==> src/rtl/rot_shift_seq_if.sv <==
// Start/Busy/Done handshake bundle for the sequential shifter/rotator.
// The master is the issuing CPU side; the slave is the execution unit.
interface rot_shift_seq_if #(
  parameter int unsigned Width = 16
);
  logic             start;
  logic [2:0]       mode;
  logic [Width-1:0] a;
  logic [Width-1:0] b;
  logic             busy;
  logic             done;
  logic [Width-1:0] result;
  logic             carry_out;

  modport master (
    output start, mode, a, b,
    input  busy, done, result, carry_out
  );

  modport slave (
    input  start, mode, a, b,
    output busy, done, result, carry_out
  );
endinterface

==> src/rtl/rot_shift_seq.sv <==
// Multi-cycle rotate / logical shift / arithmetic shift unit, one bit position per clock.
// Result and carry_out update only when the operation finishes and hold until the next one.
module rot_shift_seq #(
  parameter int unsigned Width  = 16,
  parameter int unsigned ShamtW = $clog2(Width)
) (
  input logic           clk_i,
  input logic           rst_i,
  rot_shift_seq_if.slave bus
);

  typedef enum logic [1:0] {StIdle, StShift, StFin} state_e;

  state_e              state_q;
  logic [Width-1:0]    work_q;
  logic [2:0]          mode_q;
  logic [ShamtW-1:0]   cnt_q;
  logic                carry_q;
  logic                busy_q;
  logic                done_q;
  logic [Width-1:0]    result_q;
  logic                carry_out_q;

  logic [ShamtW-1:0]   amt;
  logic                direct_fin;
  logic [Width-1:0]    step_val;
  logic                step_carry;
  logic [Width-1:0]    fin_val;
  logic                unused_b;

  assign amt      = bus.b[ShamtW-1:0];
  assign unused_b = ^bus.b[Width-1:ShamtW];

  // Zero amount, the legacy swap and pass-through skip the shift loop entirely.
  always_comb begin
    direct_fin = 1'b0;
    if (amt == '0 || bus.mode == 3'b101 || bus.mode[2:1] == 2'b11) begin
      direct_fin = 1'b1;
    end
  end

  always_comb begin
    step_val   = work_q;
    step_carry = 1'b0;
    case (mode_q)
      3'b000: begin
        step_val   = {work_q[0], work_q[Width-1:1]};
        step_carry = work_q[0];
      end
      3'b001: begin
        step_val   = {work_q[Width-2:0], work_q[Width-1]};
        step_carry = work_q[Width-1];
      end
      3'b010: begin
        step_val   = {1'b0, work_q[Width-1:1]};
        step_carry = work_q[0];
      end
      3'b011: begin
        step_val   = {work_q[Width-2:0], 1'b0};
        step_carry = work_q[Width-1];
      end
      3'b100: begin
        step_val   = {work_q[Width-1], work_q[Width-1:1]};
        step_carry = work_q[0];
      end
      default: begin
        step_val   = work_q;
        step_carry = 1'b0;
      end
    endcase
  end

  always_comb begin
    fin_val = work_q;
    if (mode_q == 3'b101) begin
      fin_val[0]       = work_q[Width-1];
      fin_val[Width-1] = work_q[0];
    end
  end

  always_ff @(posedge clk_i) begin
    if (rst_i) begin
      state_q     <= StIdle;
      work_q      <= '0;
      mode_q      <= '0;
      cnt_q       <= '0;
      carry_q     <= 1'b0;
      busy_q      <= 1'b0;
      done_q      <= 1'b0;
      result_q    <= '0;
      carry_out_q <= 1'b0;
    end else begin
      done_q <= 1'b0;
      unique case (state_q)
        StIdle: begin
          if (bus.start) begin
            work_q  <= bus.a;
            mode_q  <= bus.mode;
            cnt_q   <= amt;
            carry_q <= 1'b0;
            busy_q  <= 1'b1;
            state_q <= direct_fin ? StFin : StShift;
          end
        end
        StShift: begin
          work_q  <= step_val;
          carry_q <= step_carry;
          cnt_q   <= cnt_q - ShamtW'(1);
          if (cnt_q == ShamtW'(1)) begin
            state_q <= StFin;
          end
        end
        StFin: begin
          result_q    <= fin_val;
          carry_out_q <= carry_q;
          done_q      <= 1'b1;
          busy_q      <= 1'b0;
          state_q     <= StIdle;
        end
        default: state_q <= StIdle;
      endcase
    end
  end

  assign bus.busy      = busy_q;
  assign bus.done      = done_q;
  assign bus.result    = result_q;
  assign bus.carry_out = carry_out_q;

endmodule

==> src/flat_wrapper.sv <==
// flat-port wrapper written by rule: the top's interface ports become plain ports
module rot_shift_seq_flat 
#(
  parameter int unsigned Width  = 16,
  parameter int unsigned ShamtW = $clog2(Width)
)
  (clk_i, rst_i, bus_start, bus_mode, bus_a, bus_b, bus_busy, bus_done, bus_result, bus_carry_out);
  rot_shift_seq_if #(.Width(Width)) bus_i ();
  input logic clk_i;
  input logic rst_i;
  input wire logic [$bits(bus_i.start)-1:0] bus_start;
  input wire logic [$bits(bus_i.mode)-1:0] bus_mode;
  input wire logic [$bits(bus_i.a)-1:0] bus_a;
  input wire logic [$bits(bus_i.b)-1:0] bus_b;
  output wire logic [$bits(bus_i.busy)-1:0] bus_busy;
  output wire logic [$bits(bus_i.done)-1:0] bus_done;
  output wire logic [$bits(bus_i.result)-1:0] bus_result;
  output wire logic [$bits(bus_i.carry_out)-1:0] bus_carry_out;
  assign bus_i.start = bus_start;
  assign bus_i.mode = bus_mode;
  assign bus_i.a = bus_a;
  assign bus_i.b = bus_b;
  assign bus_busy = bus_i.busy;
  assign bus_done = bus_i.done;
  assign bus_result = bus_i.result;
  assign bus_carry_out = bus_i.carry_out;
  rot_shift_seq #(.Width(Width), .ShamtW(ShamtW)) u_core (.clk_i(clk_i), .rst_i(rst_i), .bus(bus_i));
endmodule
==> config.mk <==
export PLATFORM = sky130hd
export DESIGN_NAME = rot_shift_seq_flat
export DESIGN_NICKNAME = d
export VERILOG_FILES = /design/src/rtl/rot_shift_seq_if.sv /design/src/rtl/rot_shift_seq.sv /design/src/flat_wrapper.sv
export SDC_FILE = /design/constraint.sdc
export NUM_CORES = 1
export LEC_CHECK = 0
export CAP_MARGIN = 20
export CORE_ASPECT_RATIO = 0.8
export CORE_MARGIN = 2
export CORE_UTILIZATION = 45
export CTS_BUF_LIST = sky130_fd_sc_hd__clkbuf_8
export CTS_CLUSTER_SIZE = 25
export DETAILED_ROUTE_END_ITERATION = 12
export GPL_TIMING_DRIVEN = 1
export PLACE_DENSITY_LB_ADDON = 0.05
export SLEW_MARGIN = 30
export SYNTH_ARGS = -nofsm -noshare
export SYNTH_HDL_FRONTEND = slang
export SYNTH_SLANG_ARGS = --single-unit
==> constraint.sdc <==
create_clock -name clk_i -period 4.7 [get_ports clk_i]
set_clock_uncertainty 0.2 [all_clocks]
set_input_delay 0.705 -clock clk_i [delete_from_list [all_inputs] [get_ports clk_i]]
set_output_delay 0.705 -clock clk_i [all_outputs]
set_load 0.005 [all_outputs]
## After elaboration in Yosys (flattened, before gate mapping)

Index checks and enable logic that the tools add are counted.

- Flip-flop bits (word level): 45
- Input bits: 38
- Output and inout port bits: 19
- Word-level logic and storage cells: 59

- $add $sub $neg: 1
- Equality and inequality tests: 15
- Mux-type cells: 18
- Reductions and logical operators: 15

Operators with widths:

| operator | number |
|---|---|
| $pmux 16 s5 | 1 |
| $pmux 16 s2 | 1 |
| $mux 16 | 1 |
| $eq 3x3->1 const B | 3 |
| $pmux 4 s2 | 1 |
| $reduce_and 2->1 | 4 |
| $eq 3x2->1 const B | 2 |
| $mux 1 | 6 |
| $mux 2 | 3 |
| $ne 6x6->1 const B | 1 |
| $pmux 1 s2 | 3 |
| $ne 5x5->1 const B | 1 |
| $eq 2x2->1 const B | 2 |
| $eq 4x1->1 const B | 1 |
| $logic_not 4->1 | 1 |
| $mux 4 | 1 |
| $ne 2x2->1 const B | 2 |
| $pmux 2 s2 | 1 |
| $reduce_and 4->1 | 1 |
| $reduce_bool 2->1 | 2 |
| $sub 4x1->4 const B | 1 |
| $eq 3x1->1 const B | 1 |
| $logic_not 3->1 | 1 |
| $reduce_and 3->1 | 1 |
| other kinds (6) | 7 |

## Longest topological paths before layout

- Word-level depth: 7
- Gate-level depth with buffers: 6

## Least setup slack after synthesis

OpenSTA, ideal clock, no wires.

- Kind: in2reg
- Start: input port bus_start
- End: register u_core.work_q[0]
- Data arrival time: 1470 ps
- Data required time: 4404 ps
- Setup slack: 2934 ps
- Cell stages on the path: 5
- Buffers on the path: 1
- Cells stage by stage: o21ba_2 o21ai_1 clkbuf_1 nand3b_1 o41ai_2

- Longest elaborated chain between the ends: 2

RTL lines:

| what | line | text |
|---|---|---|
| from (decl) | flat_wrapper.sv:11 | `input wire logic [$bits(bus_i.start)-1:0] bus_start;` |
| $ne 2x2->1 (no line) | -- |  |
| $reduce_and 3->1 (no line) | -- |  |
| to (signal assigned) | rot_shift_seq.sv:97 | `work_q <= bus.a;` |
| to (signal assigned) | rot_shift_seq.sv:106 | `work_q <= step_val;` |
| to (decl) | rot_shift_seq.sv:15 | `logic [Width-1:0] work_q;` |

Every way passes these cells.
A chain may end at the register's enable or synchronous reset.

==> out/summary.txt <==
Setup crit start kind -> input pin
Data required, critical path -> 4660 ps
count of input and output buffers -> 44
R2R depth -> 3
Max IR drop VDD -> 0.000208 V
area of the multi-input gates -> 1120 um^2
CP Cell Sequence -> clkdlybuf4s50_1 -> buf_4 -> nand3b_1 -> o41ai_2
IO Pins -> 57
top post-synthesis cells by count -> nand2_1, dfxtp_1, a21oi_1
Syn Inst Count -> 259
Final nets -> 334
Max-Cap Viols -> 0
CTS Sinks -> 45
vias in the first global route -> 1747
Post-Syn Area per Cell -> 8.21 um^2
FF/Latch Area -> 901 um^2
largest family of logic cells by synthesized area -> compound AO/OA/AOI/OAI gates
grt ovf -> 0
FF-to-FF setup slack -> 2580 ps
drt pass-1 iters -> 4
Bufs and invs on worst path -> 2
Hold EP -> u_core.bus.result[13]
most frequent cell after synthesis -> nand2_1
area grow syn2layout -> 26.5%
multiplexer area fraction after synthesis -> 8.47%
clk buf depth -> 2
leakage -> 0.00105 uW
CP Data Arrival Time -> 2370 ps
largest net degree at the start of global routing -> 34
min-delay worst type -> reg2reg
Critical Path Max Stage Delay -> 1020 ps
final count of pins violating max slew -> 0
Util after Layout -> 58.9%
die width -> 80.9 um
Distinct cells, synth -> 38
CTS tree -> done
largest area contributor in the synthesized netlist -> dfxtp_1
Antenna Nets Post-Route -> 0
Pwr per Cell Area -> 360 nW/um^2
initial antenna violation count -> 0
WL per Instance -> 13.6 um
min Tclk post-route -> 2410 ps
xor/xnor share of the synthesized area -> 0%
setup TNS -> 0 ps
CP Capture Type -> register
fillers -> 451
DRT Wirelength -> 4.83 mm
CTS Buf Count -> 5
first-pass GRT wire length -> 8.20 mm
Max-Slew Margin vs Limit -> 37.3%
compound-gate portion of the synthesized area -> 22.8%
Clk Latency, worst-skew pair -> 300 ps
Core Region -> 4570 um^2
ys async rst share -> 0%
post-cts sizing count -> 0
Placer Congestion -> 0.841
post-CTS setup buffer count -> 0
Post-synth EDFFs -> 0
ANT cells -> 0
Fin. Hold Viols -> 0
sequential fraction of the synthesis area -> 42.4%
DRC viols -> 0
Yosys top cell area share -> 42.4%
1st-iter DRT viols -> 131
Clk pin slew, worst setup/hold paths -> 80 ps
dominant synthesized flop cell -> dfxtp_1
Hold Path Depth -> 2
CP max-delay cell -> clkdlybuf4s50_1
Root Buffer -> clkbuf_8
vias per inst -> 5.25
worst hold start -> u_core.bus.result[13]
Yosys reg bits -> 45
Core Rows -> 22
synthesized area -> 2130 um^2
proportion of layout cells with a drive suffix above 1 -> 5.42%
synth top area cells -> dfxtp_1, a21oi_1, nand2_1
reg-to-reg startpoint -> u_core.mode_q[0]
CTS Hold Bufs -> 0
status -> completed
CP Class -> in2reg
total track usage -> 20.0%
initial cell density of the core -> 46.5%
Fmax -> 415 MHz
RSZ-0062 raised after global routing -> false
Largest delay share family, worst path -> buffers and inverters
Synth Area in Adders -> 1.18%
Setup violations, final -> 0
Die Span Y -> 65.5 um
H-tree Lvls -> 2
dpl hpwl -> 3.17 mm
Crit Path Max Fanout -> 25
Tcrit/Tclk final -> 51.3%
reg2reg end -> u_core.work_q[0]
syn_nets -> 299
simple-gate share of the synthesized area -> 19.4%
vias -> 1864
yosys warns -> 0
Die ar. -> 5300 um^2
slew at the pin closest to its max-slew limit -> 940 ps
[layout make-up]
type | count | area share (%)
Timing Repair Buffer | 47 | 17.2
Multi-Input combinational cell | 190 | 41.5
Clock buffer | 6 | 3.07
Inverter | 5 | 0.698
Clock inverter | 2 | 1.26
Tap cell | 60 | 2.79
Sequential cell | 45 | 33.5
[through the flow]
step | cell area (um^2) | power (uW) | instances | worst slack (ps) | hold WS, ps
after floorplan | 2130 | 602 | 259 | 2930 | 232
after global placement | 2570 | 665 | 347 | 1940 | 241
after detailed placement | 2570 | 668 | 347 | 1970 | 248
after CTS | 2690 | 973 | 355 | 2290 | 260
after global routing | 2690 | 1020 | 355 | 2180 | 272
final | 2690 | 968 | 355 | 2290 | 257
[state kept, by name, indices dropped and copies added, names as in the netlist]
| name | flops |
|---|---|
| u_core.bus.result | 16 |
| u_core.bus.done | 1 |
| u_core.bus.busy | 1 |
| u_core.work_q | 16 |
| u_core.carry_q | 1 |
| u_core.bus.carry_out | 1 |
| u_core.cnt_q | 4 |
| u_core.state_q | 2 |
| u_core.mode_q | 3 |
[how the worst max path moves through the flow]
stage | from | cells past startpoint | end
detailed placement | rst_i | 4 | u_core.work_q[0]
finish | rst_i | 4 | u_core.work_q[0]
CTS | rst_i | 4 | u_core.work_q[0]
global placement | rst_i | 4 | u_core.work_q[0]
floorplan | bus_start | 5 | u_core.work_q[0]
global route | rst_i | 4 | u_core.work_q[0]
[layer usage]
metal	routed length, um	vias up	track usage (%)
li1	-	971	-
met1	2540	837	30.1
met2	1920	50	28.3
met3	332	6	4.67
met4	40	0	5.72
met5	0	-	0
[cells by family after synthesis]
group                      count (synthesis)
AOI/OAI and AO/OA                         74
DFF                                       45
and+or+nand+nor                           96
buffers and inverters                     24
adders and majority gates                  2
muxes                                     18
[power by group]
group | internal, uW | switching (uW) | leakage, uW
Combinational | 101 | 103 | 0.000618
Sequential | 416 | 40.0 | 0.000368
Clock | 171 | 136 | 0.0000626
Total | 688 | 280 | 0.00105
[worst reg2reg max path: stages (launching register included)]
cell	delay, ps
dfxtp_1	480
nand2b_1	560
o311a_1	530
o41ai_2	260
[placed cells by master, fill, tap and decap left out, types with 3 or more instances in the layout]
cell type | synthesis | final
a211o_1 | 14 | 14
a21oi_1 | 38 | 38
buf_4 | 0 | 3
clkbuf_8 | 0 | 6
clkdlybuf4s50_1 | 0 | 44
dfxtp_1 | 45 | 45
inv_1 | 4 | 5
mux2i_1 | 18 | 18
nand2_1 | 49 | 49
nand2b_1 | 3 | 3
nand3b_1 | 4 | 4
nor2_1 | 29 | 29
nor3_1 | 3 | 3
o21ai_0 | 3 | 3
Power figures use the tool's default switching activity.
